--- src/rtl/mlp_dispatch_sched_if.sv ---
// rtl/mlp_dispatch_sched_if.sv - stream, dispatcher and collector signals of mlp_dispatch_sched
interface mlp_dispatch_sched_if #(
    parameter int DATA_WIDTH = 64,
    parameter int NUM_DISP   = 4
);
    logic [DATA_WIDTH-1:0]          s_axis_tdata;
    logic                           s_axis_tvalid;
    logic                           s_axis_tready;
    logic [NUM_DISP*DATA_WIDTH-1:0] dispatcher_ififo_wdata;
    logic [NUM_DISP-1:0]            dispatcher_ififo_wen;
    logic [NUM_DISP-1:0]            dispatcher_ififo_rdy;
    logic [DATA_WIDTH-1:0]          collector_ofifo_rdata;
    logic                           collector_ofifo_ren;
    logic                           collector_ofifo_rdy;
    logic [DATA_WIDTH-1:0]          m_axis_tdata;
    logic                           m_axis_tvalid;
    logic                           m_axis_tready;

    // Scheduler side
    modport master (
        input  s_axis_tdata, s_axis_tvalid,
        output s_axis_tready,
        output dispatcher_ififo_wdata, dispatcher_ififo_wen,
        input  dispatcher_ififo_rdy,
        input  collector_ofifo_rdata, collector_ofifo_rdy,
        output collector_ofifo_ren,
        output m_axis_tdata, m_axis_tvalid,
        input  m_axis_tready
    );

    // Environment side: input source, FIFOs and result sink
    modport slave (
        output s_axis_tdata, s_axis_tvalid,
        input  s_axis_tready,
        input  dispatcher_ififo_wdata, dispatcher_ififo_wen,
        output dispatcher_ififo_rdy,
        output collector_ofifo_rdata, collector_ofifo_rdy,
        input  collector_ofifo_ren,
        input  m_axis_tdata, m_axis_tvalid,
        output m_axis_tready
    );
endinterface

--- src/rtl/mlp_dispatch_sched.sv ---
// rtl/mlp_dispatch_sched.sv - round-robin burst dispatcher and collector drain for mlp_1
module mlp_dispatch_sched #(
    parameter int DATA_WIDTH = 64,
    parameter int NUM_DISP   = 4,
    parameter int BURST_LEN  = 8,
    parameter int CNT_WIDTH  = 16
) (
    input  logic                 clk,
    input  logic                 reset,
    input  logic                 start,
    input  logic [CNT_WIDTH-1:0] num_rounds,
    input  logic [CNT_WIDTH-1:0] num_results,
    output logic                 busy,
    output logic                 done,
    mlp_dispatch_sched_if.master bus
);
    localparam int WORD_W = (BURST_LEN > 1) ? $clog2(BURST_LEN) : 1;
    localparam int DIDX_W = $clog2(NUM_DISP);
    localparam logic [WORD_W-1:0] WORD_LAST = WORD_W'(BURST_LEN - 1);
    localparam logic [DIDX_W-1:0] DISP_LAST = DIDX_W'(NUM_DISP - 1);

    typedef enum logic [1:0] {IDLE, DISPATCH, DRAIN, DONE} state_t;

    state_t                 state_q, state_d;
    logic [WORD_W-1:0]      word_cnt_q, word_cnt_d;
    logic [DIDX_W-1:0]      cur_q, cur_d;
    logic [CNT_WIDTH-1:0]   round_cnt_q, round_cnt_d;
    logic [CNT_WIDTH-1:0]   issued_q, issued_d;
    logic [CNT_WIDTH-1:0]   result_cnt_q, result_cnt_d;
    logic [CNT_WIDTH-1:0]   num_rounds_q, num_rounds_d;
    logic [CNT_WIDTH-1:0]   num_results_q, num_results_d;
    logic                   inflight_q, inflight_d;
    logic [DATA_WIDTH-1:0]  skid0_q, skid0_d;
    logic [DATA_WIDTH-1:0]  skid1_q, skid1_d;
    logic [1:0]             skid_cnt_q, skid_cnt_d;
    logic                   busy_q, busy_d;
    logic                   done_q, done_d;

    logic active, s_ready, fire, ren, push, pop;

    // Zero-latency dispatch path and collector/result strobes
    always_comb begin
        active  = (state_q == DISPATCH) || (state_q == DRAIN);
        s_ready = (state_q == DISPATCH) && bus.dispatcher_ififo_rdy[cur_q];
        fire    = bus.s_axis_tvalid && s_ready;
        // Inflight read plus buffered words must leave room in the 2-entry skid
        ren     = active && bus.collector_ofifo_rdy
                  && (({1'b0, inflight_q} + skid_cnt_q) < 2'd2)
                  && (issued_q < num_results_q);
        push    = inflight_q;
        pop     = (skid_cnt_q != 2'd0) && bus.m_axis_tready;

        bus.s_axis_tready          = s_ready;
        bus.dispatcher_ififo_wen   = fire ? (NUM_DISP'(1) << cur_q) : '0;
        bus.dispatcher_ififo_wdata = (state_q == DISPATCH) ? {NUM_DISP{bus.s_axis_tdata}} : '0;
        bus.collector_ofifo_ren    = ren;
        bus.m_axis_tvalid          = (skid_cnt_q != 2'd0);
        bus.m_axis_tdata           = skid0_q;
        busy                       = busy_q;
        done                       = done_q;
    end

    // Next-state logic for the FSM, dispatch counters and skid buffer
    always_comb begin
        state_d       = state_q;
        word_cnt_d    = word_cnt_q;
        cur_d         = cur_q;
        round_cnt_d   = round_cnt_q;
        issued_d      = issued_q;
        result_cnt_d  = result_cnt_q;
        num_rounds_d  = num_rounds_q;
        num_results_d = num_results_q;
        inflight_d    = ren;
        skid0_d       = skid0_q;
        skid1_d       = skid1_q;
        skid_cnt_d    = skid_cnt_q;

        if (ren) issued_d = issued_q + 1'b1;
        if (pop) result_cnt_d = result_cnt_q + 1'b1;

        // Head is always skid0; a pop shifts skid1 forward before the push lands
        if (push && pop) begin
            if (skid_cnt_q == 2'd1) begin
                skid0_d = bus.collector_ofifo_rdata;
            end else begin
                skid0_d = skid1_q;
                skid1_d = bus.collector_ofifo_rdata;
            end
        end else if (push) begin
            if (skid_cnt_q == 2'd0) skid0_d = bus.collector_ofifo_rdata;
            else                    skid1_d = bus.collector_ofifo_rdata;
            skid_cnt_d = skid_cnt_q + 2'd1;
        end else if (pop) begin
            skid0_d    = skid1_q;
            skid_cnt_d = skid_cnt_q - 2'd1;
        end

        case (state_q)
            IDLE: begin
                if (start) begin
                    num_rounds_d  = num_rounds;
                    num_results_d = num_results;
                    word_cnt_d    = '0;
                    cur_d         = '0;
                    round_cnt_d   = '0;
                    issued_d      = '0;
                    result_cnt_d  = '0;
                    state_d       = (num_rounds == '0) ? DRAIN : DISPATCH;
                end
            end
            DISPATCH: begin
                if (fire) begin
                    if (word_cnt_q == WORD_LAST) begin
                        word_cnt_d = '0;
                        if (cur_q == DISP_LAST) begin
                            cur_d       = '0;
                            round_cnt_d = round_cnt_q + 1'b1;
                            if (round_cnt_d == num_rounds_q) state_d = DRAIN;
                        end else begin
                            cur_d = cur_q + 1'b1;
                        end
                    end else begin
                        word_cnt_d = word_cnt_q + 1'b1;
                    end
                end
            end
            DRAIN: begin
                if ((result_cnt_q == num_results_q) && (skid_cnt_q == 2'd0)) state_d = DONE;
            end
            DONE:    state_d = IDLE;
            default: state_d = IDLE;
        endcase

        busy_d = (state_d == DISPATCH) || (state_d == DRAIN);
        done_d = (state_d == DONE);
    end

    // State registers; reset abandons any run in progress
    always_ff @(posedge clk or posedge reset) begin
        if (reset) begin
            state_q       <= IDLE;
            word_cnt_q    <= '0;
            cur_q         <= '0;
            round_cnt_q   <= '0;
            issued_q      <= '0;
            result_cnt_q  <= '0;
            num_rounds_q  <= '0;
            num_results_q <= '0;
            inflight_q    <= 1'b0;
            skid0_q       <= '0;
            skid1_q       <= '0;
            skid_cnt_q    <= 2'd0;
            busy_q        <= 1'b0;
            done_q        <= 1'b0;
        end else begin
            state_q       <= state_d;
            word_cnt_q    <= word_cnt_d;
            cur_q         <= cur_d;
            round_cnt_q   <= round_cnt_d;
            issued_q      <= issued_d;
            result_cnt_q  <= result_cnt_d;
            num_rounds_q  <= num_rounds_d;
            num_results_q <= num_results_d;
            inflight_q    <= inflight_d;
            skid0_q       <= skid0_d;
            skid1_q       <= skid1_d;
            skid_cnt_q    <= skid_cnt_d;
            busy_q        <= busy_d;
            done_q        <= done_d;
        end
    end
endmodule

--- src/flat_wrapper.sv ---
// flat-port wrapper written by rule: the top's interface ports become plain ports
module mlp_dispatch_sched_flat 
#(
    parameter int DATA_WIDTH = 64,
    parameter int NUM_DISP   = 4,
    parameter int BURST_LEN  = 8,
    parameter int CNT_WIDTH  = 16
)
  (clk, reset, start, num_rounds, num_results, busy, done, bus_s_axis_tdata, bus_s_axis_tvalid, bus_s_axis_tready, bus_dispatcher_ififo_wdata, bus_dispatcher_ififo_wen, bus_dispatcher_ififo_rdy, bus_collector_ofifo_rdata, bus_collector_ofifo_rdy, bus_collector_ofifo_ren, bus_m_axis_tdata, bus_m_axis_tvalid, bus_m_axis_tready);
  mlp_dispatch_sched_if #(.DATA_WIDTH(DATA_WIDTH), .NUM_DISP(NUM_DISP)) bus_i ();
  input  logic clk;
  input  logic reset;
  input  logic start;
  input  logic [CNT_WIDTH-1:0] num_rounds;
  input  logic [CNT_WIDTH-1:0] num_results;
  output logic busy;
  output logic done;
  input wire logic [$bits(bus_i.s_axis_tdata)-1:0] bus_s_axis_tdata;
  input wire logic [$bits(bus_i.s_axis_tvalid)-1:0] bus_s_axis_tvalid;
  output wire logic [$bits(bus_i.s_axis_tready)-1:0] bus_s_axis_tready;
  output wire logic [$bits(bus_i.dispatcher_ififo_wdata)-1:0] bus_dispatcher_ififo_wdata;
  output wire logic [$bits(bus_i.dispatcher_ififo_wen)-1:0] bus_dispatcher_ififo_wen;
  input wire logic [$bits(bus_i.dispatcher_ififo_rdy)-1:0] bus_dispatcher_ififo_rdy;
  input wire logic [$bits(bus_i.collector_ofifo_rdata)-1:0] bus_collector_ofifo_rdata;
  input wire logic [$bits(bus_i.collector_ofifo_rdy)-1:0] bus_collector_ofifo_rdy;
  output wire logic [$bits(bus_i.collector_ofifo_ren)-1:0] bus_collector_ofifo_ren;
  output wire logic [$bits(bus_i.m_axis_tdata)-1:0] bus_m_axis_tdata;
  output wire logic [$bits(bus_i.m_axis_tvalid)-1:0] bus_m_axis_tvalid;
  input wire logic [$bits(bus_i.m_axis_tready)-1:0] bus_m_axis_tready;
  assign bus_i.s_axis_tdata = bus_s_axis_tdata;
  assign bus_i.s_axis_tvalid = bus_s_axis_tvalid;
  assign bus_s_axis_tready = bus_i.s_axis_tready;
  assign bus_dispatcher_ififo_wdata = bus_i.dispatcher_ififo_wdata;
  assign bus_dispatcher_ififo_wen = bus_i.dispatcher_ififo_wen;
  assign bus_i.dispatcher_ififo_rdy = bus_dispatcher_ififo_rdy;
  assign bus_i.collector_ofifo_rdata = bus_collector_ofifo_rdata;
  assign bus_i.collector_ofifo_rdy = bus_collector_ofifo_rdy;
  assign bus_collector_ofifo_ren = bus_i.collector_ofifo_ren;
  assign bus_m_axis_tdata = bus_i.m_axis_tdata;
  assign bus_m_axis_tvalid = bus_i.m_axis_tvalid;
  assign bus_i.m_axis_tready = bus_m_axis_tready;
  mlp_dispatch_sched #(.DATA_WIDTH(DATA_WIDTH), .NUM_DISP(NUM_DISP), .BURST_LEN(BURST_LEN), .CNT_WIDTH(CNT_WIDTH)) u_core (.clk(clk), .reset(reset), .start(start), .num_rounds(num_rounds), .num_results(num_results), .busy(busy), .done(done), .bus(bus_i));
endmodule
--- config.mk ---
export PLATFORM = sky130hd
export DESIGN_NAME = mlp_dispatch_sched_flat
export DESIGN_NICKNAME = d
export VERILOG_FILES = /design/src/rtl/mlp_dispatch_sched_if.sv /design/src/rtl/mlp_dispatch_sched.sv /design/src/flat_wrapper.sv
export SDC_FILE = /design/constraint.sdc
export NUM_CORES = 1
export LEC_CHECK = 0
export ABC_AREA = 1
export BUFFER_PORTS_ARGS = -buffer_cell sky130_fd_sc_hd__buf_2
export CAP_MARGIN = 20
export CORE_AREA = 5 5 192 194
export DETAILED_ROUTE_END_ITERATION = 10
export DIE_AREA = 0 0 197 199
export HOLD_SLACK_MARGIN = 0.06
export SLEW_MARGIN = 30
export SYNTH_ARGS = -nofsm -noshare
export SYNTH_HDL_FRONTEND = slang
export SYNTH_SLANG_ARGS = --single-unit
--- constraint.sdc ---
create_clock -name clk -period 12.7 [get_ports clk]
set_clock_uncertainty 0.2 [all_clocks]
set_input_delay 0.635 -clock clk [delete_from_list [all_inputs] [get_ports clk]]
set_output_delay 0.635 -clock clk [all_outputs]
set_load 0.03 [all_outputs]
==> flow_metrics.env, run 1 <==
export IMPL_status="finished clean"
export IMPL_cts_htree_levels=1
export IMPL_vias=11600
export IMPL_most_common_layout_cells="498 x buf_2, 366 x nand2_1, 300 x inv_1"
export IMPL_setup_worst_path_end_class="output pin"
export IMPL_cp_slowest_cell="buf_4"
export IMPL_grt_overflow=0
export IMPL_drt_wirelength_per_cell_um=17.3
export IMPL_multi_input_area_um2=4660
export IMPL_synthFlopType="dfrtp_1"
export IMPL_synth_seq_area_share_pct=42.3
export IMPL_cts_resized=0
export IMPL_clkLatencyLatePin_ps=520
export IMPL_p_leak_nw=9.18
export IMPL_p_clk_share_pct=28.2
export IMPL_area_growth_pct=19.2
export IMPL_grt_max_degree=142
export IMPL_worstPathCellList="inv_1, ha_2, buf_4, inv_1, a21oi_1, nand2_1, nor2_1, buf_2"
export IMPL_synth_seq_cells=220
export IMPL_start_util_pct=37.1
export IMPL_ctsRootBufferMaster="clkbuf_16"
export IMPL_cpMostUsedCell="inv_1"
export IMPL_slew_violations=0
export IMPL_timing_rr_start="u_core.skid_cnt_q[1]"
export IMPL_placed_area_um2=14500
export IMPL_drt_antenna_violating_nets=0
export IMPL_via_per_inst=4.71
export IMPL_layout_commonest_cell="buf_2"
export IMPL_intPower_mw=1.83
export IMPL_fin_area_um2=15500
export IMPL_clock_sinks=220
export IMPL_tightest_slew_ps=914
export IMPL_finalCritPeriodShare_pct=31.4
export IMPL_ys_async_sr_fraction_pct=100
export IMPL_clk_pin_slew_ps=60
export IMPL_p_comb_share_pct=35.3
export IMPL_numCtsBuffers=26
export IMPL_gp_congestion=0.895
export IMPL_hold_viol=0
export IMPL_drv_cap=0
export IMPL_route_detailed_drc=0
export IMPL_placementRows=69
export IMPL_core_area_um2=35100
export IMPL_post_cts_buffers=0
export IMPL_synth_edf_count=0
export IMPL_fillCellCount=3580
export IMPL_synth_cell_types=36
export IMPL_crit_buf_inv=4
export IMPL_drive_above_1_share_pct=29.0
export IMPL_pwr_density_cell_nw_per_um2=194
export IMPL_max_slew_margin_pct=39.1
export IMPL_grt_pass1_wl_um=63800
export IMPL_drtIter0Drc=927
export IMPL_setup_tns_ps=0
export IMPL_synth_area_per_cell_um2=7.70
export IMPL_critPathTopFamily="buffers and inverters"
export IMPL_cts_tree="built"
export IMPL_ir_drop_mv=0.144
export IMPL_p_seq_share_pct=36.5
export IMPL_die_w_um=197
export IMPL_die_area_um2=39200
export IMPL_cp_max_fo=54
export IMPL_cp_start_kind="flop"
export IMPL_drt_total_wl_um=42600
export IMPL_register_area_um2=5510
export IMPL_grt_antenna_before_repair=14
export IMPL_swShare_pct=39.0
export IMPL_place_hpwl_um=33300
export IMPL_r2r_end="u_core.bus.m_axis_tdata[38]"
export IMPL_syn_nets=1890
export IMPL_p_sw_mw=1.17
export IMPL_hp_class="in2async"
export IMPL_grt_pass1_vias=11000
export IMPL_nets=2170
export IMPL_required_ps=11860
export IMPL_first_pass_iters=6
export IMPL_slowest_delay_ps=530
export IMPL_clock_fmax_mhz=251
export IMPL_port_buffers=498
export IMPL_cts_path_max_buffers=3
export IMPL_synthCells=1689
export IMPL_rsz0062_at_grt="no"
export IMPL_critical_path_arrival_ps=3150
export IMPL_die_y_um=199
export IMPL_ys_warn_count=0
export IMPL_rr_worst_depth=11
export IMPL_io_pins=499
export IMPL_grt_use_total_pct=20.5
export IMPL_reg2reg_slack_ps=9130
export IMPL_cts_hold_buf=0
export IMPL_fin_crit_ps=3980
export IMPL_setup_viol=0
export IMPL_syn_cell_area_um2=13000
export IMPL_worst_setup_path_type="reg2out"
-- logic make-up after synthesis --
kind of cell	count (synthesis)	synth area share, %
AO/OA/AOI/OAI	317	13.8
buffers and inverters	564	22.0
flip-flops	220	42.3
adder cells (fa/ha/maj)	31	2.98
AND/OR/NAND/NOR	530	17.1
XOR/XNOR	27	1.82
-- routing by layer --
| layer | global-route usage [%] | wire length [um] | up-vias |
|---|---|---|---|
| met5 | 0 | 89 | - |
| met4 | 4.96 | 1060 | 16 |
| met3 | 6.55 | 4340 | 66 |
| met2 | 33.7 | 20100 | 441 |
| met1 | 26.6 | 17000 | 5369 |
| li1 | - | - | 5686 |
-- power by group through the flow --
stage	logic, mW	registers [mW]	clock network, mW
final	1.06	1.10	0.847
after global routing	1.21	1.13	0.905
after CTS	1.07	1.10	0.869
after detailed placement	1.07	1.10	0
after global placement	1.03	1.10	0
after floorplan	0.596	1.26	0
-- worst max-delay path by stage --
stage,endpoint,start,cells past startpoint,slack [ps]
after floorplan,u_core.bus.m_axis_tdata[0],reset,1,5840
after global placement,u_core.bus.m_axis_tdata[44],bus_m_axis_tready,9,9240
after detailed placement,u_core.bus.m_axis_tdata[22],u_core.skid_cnt_q[1],11,9150
after CTS,bus_dispatcher_ififo_wen[2],u_core.state_q[1],8,8690
after global routing,bus_dispatcher_ififo_wen[2],u_core.state_q[1],8,8460
final,bus_dispatcher_ififo_wen[2],u_core.state_q[1],8,8720
-- registers in the layout (all words and copies together) (netlist names), 3 cells and up --
name and flops:
u_core.skid1_q 64, u_core.issued_q 16, u_core.word_cnt_q 3, u_core.num_results_q 16, u_core.result_cnt_q 16, u_core.bus.m_axis_tdata 64, u_core.num_rounds_q 16, u_core.round_cnt_q 16
-- synth_stat cells (8+ instances only) --
library cell  count  share of area [%]
nand2_1         366                 11
inv_1           301                8.7
dfrtp_1         220                 42
o21ai_0         199                7.7
buf_4           194                 11
nor2_1           65                1.9
o211ai_1         65                3.8
clkbuf_1         42                1.2
nand3_1          38                1.5
a21oi_1          31                1.2
ha_1             31                3.0
xor2_1           20                1.3
nand4_1          19               0.91
o22ai_1          14               0.67
nor3_1           11               0.42
buf_1            10               0.29
buf_2             8               0.31
-- cell type report --
cell class / count / share of cell area (%)
antenna: 6 / 0.0968
multi-input combinational: 905 / 30.1
sequential: 220 / 35.5
inverter: 309 / 7.56
timing repair buffer: 507 / 16.7
clock buffer: 38 / 5.08
clock inverter: 10 / 1.31
tap: 461 / 3.72
-- through the flow --
| step | hold WS (ps) | utilization [%] | power, mW | cells | worst slack [ps] |
|---|---|---|---|---|---|
| 6_report | 36.6 | 44.2 | 3.00 | 2456 | 8720 |
| 5_1_grt | 106 | 44.2 | 3.24 | 2454 | 8460 |
| 4_1_cts | 83.1 | 44.2 | 3.04 | 2450 | 8690 |
| 3_5_place_dp | 273 | 41.4 | 2.17 | 2402 | 9150 |
| 3_3_place_gp | 267 | 41.3 | 2.13 | 2401 | 9240 |
| 2_1_floorplan | 253 | - | 1.86 | 1689 | 5840 |
No activity file was read; power rests on OpenSTA's default activity.
==> run 2, diff against run 1 <==
==> constraint.sdc (replaced) <==
create_clock -name clk -period 4 [get_ports clk]
set_clock_uncertainty 0.2 [all_clocks]
set_input_delay 0.2 -clock clk [delete_from_list [all_inputs] [get_ports clk]]
set_output_delay 0.2 -clock clk [all_outputs]
set_load 0.03 [all_outputs]
==> flow_metrics.env, run 2 (synthesized netlist as in run 1, its figures left out) <==
export IMPL_die_area_um2=39200
export IMPL_drv_cap=0
export IMPL_clock_fmax_mhz=307
export IMPL_grt_pass1_vias=11600
export IMPL_die_w_um=197
export IMPL_swShare_pct=39.6
export IMPL_nets=2275
export IMPL_cts_tree="built"
export IMPL_p_seq_share_pct=36.6
export IMPL_hold_viol=0
export IMPL_slowest_delay_ps=530
export IMPL_grt_pass1_wl_um=64700
export IMPL_crit_buf_inv=4
export IMPL_intPower_mw=5.76
export IMPL_p_comb_share_pct=36.7
export IMPL_fin_crit_ps=3250
export IMPL_cp_start_kind="flop"
export IMPL_route_detailed_drc=0
export IMPL_drt_total_wl_um=43200
export IMPL_worstPathCellList="inv_1, ha_2, buf_4, nand2_1, inv_1, buf_2"
export IMPL_cp_depth=6
export IMPL_vias=11900
export IMPL_grt_overflow=0
export IMPL_die_y_um=199
export IMPL_gp_congestion=0.954
export IMPL_setup_tns_ps=0
export IMPL_slew_violations=0
export IMPL_start_util_pct=37.1
export IMPL_p_clk_share_pct=26.7
export IMPL_core_area_um2=35100
export IMPL_hp_class="in2async"
export IMPL_cts_htree_levels=1
export IMPL_first_pass_iters=5
export IMPL_clkLatencyLatePin_ps=520
export IMPL_ir_drop_mv=0.427
export IMPL_layout_commonest_cell="buf_2"
export IMPL_cp_max_fo=53
export IMPL_drt_wirelength_per_cell_um=16.9
export IMPL_worst_setup_path_type="reg2out"
export IMPL_cpMostUsedCell="inv_1"
export IMPL_critical_path_arrival_ps=2850
export IMPL_ctsRootBufferMaster="clkbuf_16"
export IMPL_clk_pin_slew_ps=60
export IMPL_grt_use_total_pct=20.8
export IMPL_numCtsBuffers=26
export IMPL_port_buffers=498
export IMPL_p_sw_mw=3.78
export IMPL_via_per_inst=4.67
export IMPL_required_ps=3600
export IMPL_rsz0062_at_grt="no"
export IMPL_grt_max_degree=136
export IMPL_tightest_slew_ps=809
export IMPL_finalCritPeriodShare_pct=81.3
export IMPL_status="finished clean"
export IMPL_most_common_layout_cells="498 x buf_2, 366 x nand2_1, 300 x inv_1"
export IMPL_rr_worst_depth=11
export IMPL_cp_slowest_cell="buf_4"
export IMPL_drt_antenna_violating_nets=0
export IMPL_grt_antenna_before_repair=10
export IMPL_pwr_density_cell_nw_per_um2=578
export IMPL_placementRows=69
export IMPL_area_growth_pct=27.0
export IMPL_max_slew_margin_pct=45.9
export IMPL_clock_sinks=220
export IMPL_p_leak_nw=9.59
export IMPL_cts_path_max_buffers=3
export IMPL_setup_worst_path_end_class="output pin"
export IMPL_place_hpwl_um=33400
export IMPL_p_total_mw=9.54
export IMPL_io_pins=499
export IMPL_post_cts_buffers=0
export IMPL_drive_above_1_share_pct=27.6
export IMPL_critPathTopFamily="buffers and inverters"
export IMPL_drtIter0Drc=794
export IMPL_setup_viol=0
[run 2: power by group through the flow]
stage                     logic [mW]  registers [mW]  clock network, mW
final                           3.50            3.49               2.55
after global routing            3.96            3.60               2.71
after CTS                       3.53            3.49               2.61
after detailed placement        3.44            3.50                  0
after global placement          3.34            3.49                  0
after floorplan                 1.89            4.00                  0
[run 2: worst register-to-register path, delay by kind of cell, from the launching register on]
kind | cells | cell delay (ps)
DFF | 1 | 380
adders and majority gates | 2 | 450
AOI/OAI and AO/OA | 3 | 730
buffers and inverters | 4 | 640
and+or+nand+nor | 2 | 310
[run 2: path summary, 6_finish.rpt]
| kind | slack [ps] | to | from |
|---|---|---|---|
| worst max-delay path | 750 | bus_dispatcher_ififo_wdata[137] | u_core.state_q[1] |
| worst min-delay path | 200 | u_core.bus.m_axis_tdata[59] | reset |
| worst max register to register | 1160 | u_core.bus.m_axis_tdata[39] | u_core.skid_cnt_q[1] |
| worst min register to register | 280 | u_core.skid1_q[56] | u_core.skid1_q[56] |
| max in group asynchronous | 2710 | u_core.bus.m_axis_tdata[31] | reset |
| min in group clk | 220 | u_core.num_results_q[4] | num_results[4] |
[run 2: metrics by stage]
step | hold WS [ps] | std cells | setup slack [ps] | instance area (um2) | utilization (%)
floorplan | 81.5 | 1689 | 732 | 13000 | -
global placement | 210 | 2405 | 1310 | 14600 | 41.5
detailed placement | 214 | 2405 | 1190 | 14600 | 41.5
CTS | 199 | 2552 | 716 | 16500 | 47.1
global route | 240 | 2556 | 514 | 16500 | 47.1
finish | 196 | 2558 | 746 | 16500 | 47.1
[run 2: repair_timing]
item                      in CTS  in global routing
hold endpoints to repair     390                  0
gates resized for setup        0                  0
hold buffers                 102                  0
[run 2: cell type report]
cell class                      count  area, um2
Sequential cell                   220       5510
Clock buffer                       34        732
Tap cell                          461        577
Fill cell                        3464      18500
Inverter                          309       1160
Multi-Input combinational cell    905       4660
Clock inverter                     11        189
Antenna cell                        6       15.0
Timing Repair Buffer              612       3670
[run 2: per-layer routing]
layer | up-vias | wire length [um] | global-route usage, %
li1 | 5889 | - | -
met1 | 5538 | 16900 | 25.6
met2 | 450 | 20700 | 35.2
met3 | 70 | 4050 | 5.88
met4 | 0 | 1560 | 6.91
met5 | - | 0 | 0
==> run 3, diff against run 2 <==
--- a/config.mk
+++ b/config.mk
@@ -12,6 +12,7 @@
 export DETAILED_ROUTE_END_ITERATION = 10
 export DIE_AREA = 0 0 197 199
 export HOLD_SLACK_MARGIN = 0.06
+export PLACE_DENSITY = 0.66
 export SLEW_MARGIN = 30
 export SYNTH_ARGS = -nofsm -noshare
 export SYNTH_HDL_FRONTEND = slang
==> constraint.sdc (replaced) <==
create_clock -name clk -period 2.85 [get_ports clk]
set_clock_uncertainty 0.2 [all_clocks]
set_input_delay 0.1425 -clock clk [delete_from_list [all_inputs] [get_ports clk]]
set_output_delay 0.1425 -clock clk [all_outputs]
set_load 0.03 [all_outputs]
==> flow_metrics.env, run 3 (synthesized netlist as in run 1, its figures left out) <==
export IMPL_placed_area_um2=14800
export IMPL_intPower_mw=7.92
export IMPL_grt_max_degree=68
export IMPL_swShare_pct=40.3
export IMPL_io_pins=499
export IMPL_setup_viol=0
export IMPL_placementRows=69
export IMPL_cp_depth=10
export IMPL_busiest_layer="met2"
export IMPL_drt_antenna_violating_nets=0
export IMPL_cp_slowest_cell="dfrtp_1"
export IMPL_clkLatencyLatePin_ps=510
export IMPL_die_area_um2=39200
export IMPL_drtIter0Drc=568
export IMPL_grt_use_total_pct=19.0
export IMPL_cts_tree="built"
export IMPL_port_buffers=498
export IMPL_max_slew_margin_pct=51.0
export IMPL_via_per_inst=4.66
export IMPL_p_comb_share_pct=38.6
export IMPL_crit_buf_inv=3
export IMPL_critPathTopFamily="buffers and inverters"
export IMPL_startpoint="u_core.num_results_q[5]"
export IMPL_fin_crit_ps=2730
export IMPL_hp_class="in2async"
export IMPL_die_y_um=199
export IMPL_nets=2292
export IMPL_clock_sinks=220
export IMPL_layout_commonest_cell="buf_2"
export IMPL_p_sw_mw=5.35
export IMPL_cp_start_kind="flop"
export IMPL_slew_violations=0
export IMPL_slowest_delay_ps=390
export IMPL_gp_congestion=0.864
export IMPL_drv_cap=0
export IMPL_grt_antenna_before_repair=11
export IMPL_met3_usage_pct=4.29
export IMPL_worst_setup_path_type="reg2out"
export IMPL_placedCellCount=2424
export IMPL_timing_rr_start="u_core.num_results_q[5]"
export IMPL_numCtsBuffers=24
export IMPL_required_ps=2510
export IMPL_place_hpwl_um=30300
export IMPL_finalCritPeriodShare_pct=95.8
export IMPL_pwr_density_cell_nw_per_um2=797
export IMPL_ctsRootBufferMaster="clkbuf_16"
export IMPL_rr_worst_depth=13
export IMPL_clock_fmax_mhz=366
export IMPL_setup_worst_path_end_class="output pin"
export IMPL_grt_pass1_vias=11600
export IMPL_grt_pass1_wl_um=61300
export IMPL_vias=12000
export IMPL_die_w_um=197
export IMPL_cts_path_max_buffers=3
export IMPL_drt_wirelength_per_cell_um=15.4
export IMPL_cp_max_fo=19
export IMPL_ir_drop_mv=0.748
export IMPL_pre_cts_slack_ps=218
export IMPL_drt_total_wl_um=39600
export IMPL_drive_above_1_share_pct=28.4
export IMPL_p_leak_nw=9.67
export IMPL_critical_path_arrival_ps=2390
export IMPL_tightest_slew_ps=733
export IMPL_route_detailed_drc=0
export IMPL_p_clk_share_pct=24.3
export IMPL_grt_util_met1_pct=24.8
export IMPL_p_seq_share_pct=37.1
export IMPL_clk_pin_slew_ps=60
export IMPL_fin_area_um2=16600
export IMPL_fillCellCount=3374
export IMPL_area_growth_pct=28.0
export IMPL_grtUsageMet2_pct=33.0
export IMPL_setup_ws_ps=118
export IMPL_hold_viol=0
export IMPL_core_area_um2=35100
export IMPL_final_cells=2578
export IMPL_grt_overflow=0
export IMPL_start_util_pct=37.1
export IMPL_status="finished clean"
export IMPL_most_common_layout_cells="498 x buf_2, 366 x nand2_1, 300 x inv_1"
export IMPL_first_pass_iters=5
export IMPL_post_cts_buffers=0
export IMPL_worstPathCellList="inv_1, ha_1, a21oi_1, nor2_1, a211oi_1, nand2_1, nand3_2, nand3_2, clkinv_4, buf_2"
export IMPL_cpMostUsedCell="nand3_2"
export IMPL_cts_htree_levels=1
==> run 3: cell types whose count changed in the layout (fill, tap and decap cells not counted), moves of 2 or more <==
| cell | before | now |
|---|---|---|
| bufinv_16 | 5 | 2 |
| clkbuf_8 | 3 | 6 |
| buf_12 | 5 | 10 |
| clkbuf_16 | 27 | 25 |
| buf_4 | 7 | 19 |
| clkbuf_1 | 4 | 2 |
| buf_6 | 0 | 2 |
| diode_2 | 6 | 8 |
| clkinv_2 | 3 | 7 |
==> run 3: final timing paths <==
path                                            to  slack, ps
max                        bus_collector_ofifo_ren        120
min                              u_core.skid1_q[0]        100
max reg2reg                    u_core.issued_q[15]        140
min reg2reg                     u_core.skid1_q[24]        280
max in group asynchronous       u_core.skid1_q[58]       1580
min in group clk           u_core.num_results_q[2]        170
==> run 3: per-stage QoR <==
stage	total power, mW	util [%]	hold WS (ps)	setup TNS (ps)
3_3_place_gp	9.74	42.1	107	0
6_report	13.3	47.5	105	0
2_1_floorplan	8.27	-	24.0	-79330
3_5_place_dp	9.92	42.1	103	0
4_1_cts	13.4	47.4	105	0
5_1_grt	14.3	47.5	162	-2.63
==> run 3: final cells by class <==
cell class / instances / area [um2] / area share, %
Sequential cell: 220 / 5510 / 33.1
Clock inverter: 11 / 110 / 0.662
Inverter: 309 / 1170 / 7.02
Multi-Input combinational cell: 905 / 4670 / 28.1
Tap cell: 461 / 577 / 3.47
Timing Repair Buffer: 631 / 3880 / 23.3
Antenna cell: 8 / 20.0 / 0.120
Clock buffer: 33 / 716 / 4.30
==> run 3: tightest hold or removal path, stage by stage <==
cell and delay [ps]:
dlygate4sd3_1 540, buf_2 130, clkinvlp_4 480
==> run 3: repair_timing <==
action,in CTS,in global routing
resized for setup,2,4
endpoints found under the hold margin,372,0
gates cloned,0,0
hold buffers,102,0
pin swaps,0,0
setup endpoints to repair,1,22
==> run 3: power by group through the flow <==
stage	Combinational, mW	Clock (mW)	Sequential [mW]
after floorplan	2.65	0	5.62
after global placement	4.82	0	4.92
after detailed placement	5.00	0	4.93
after CTS	5.13	3.32	4.91
after global routing	5.78	3.44	5.06
final	5.12	3.22	4.93
==> run 3: metal layers <==
metal | wire length [um] | part of all wire [%]
met1 | 16300 | 41
met3 | 3200 | 8.1
met4 | 499 | 1.3
met5 | 27 | 0.068
met2 | 19600 | 49
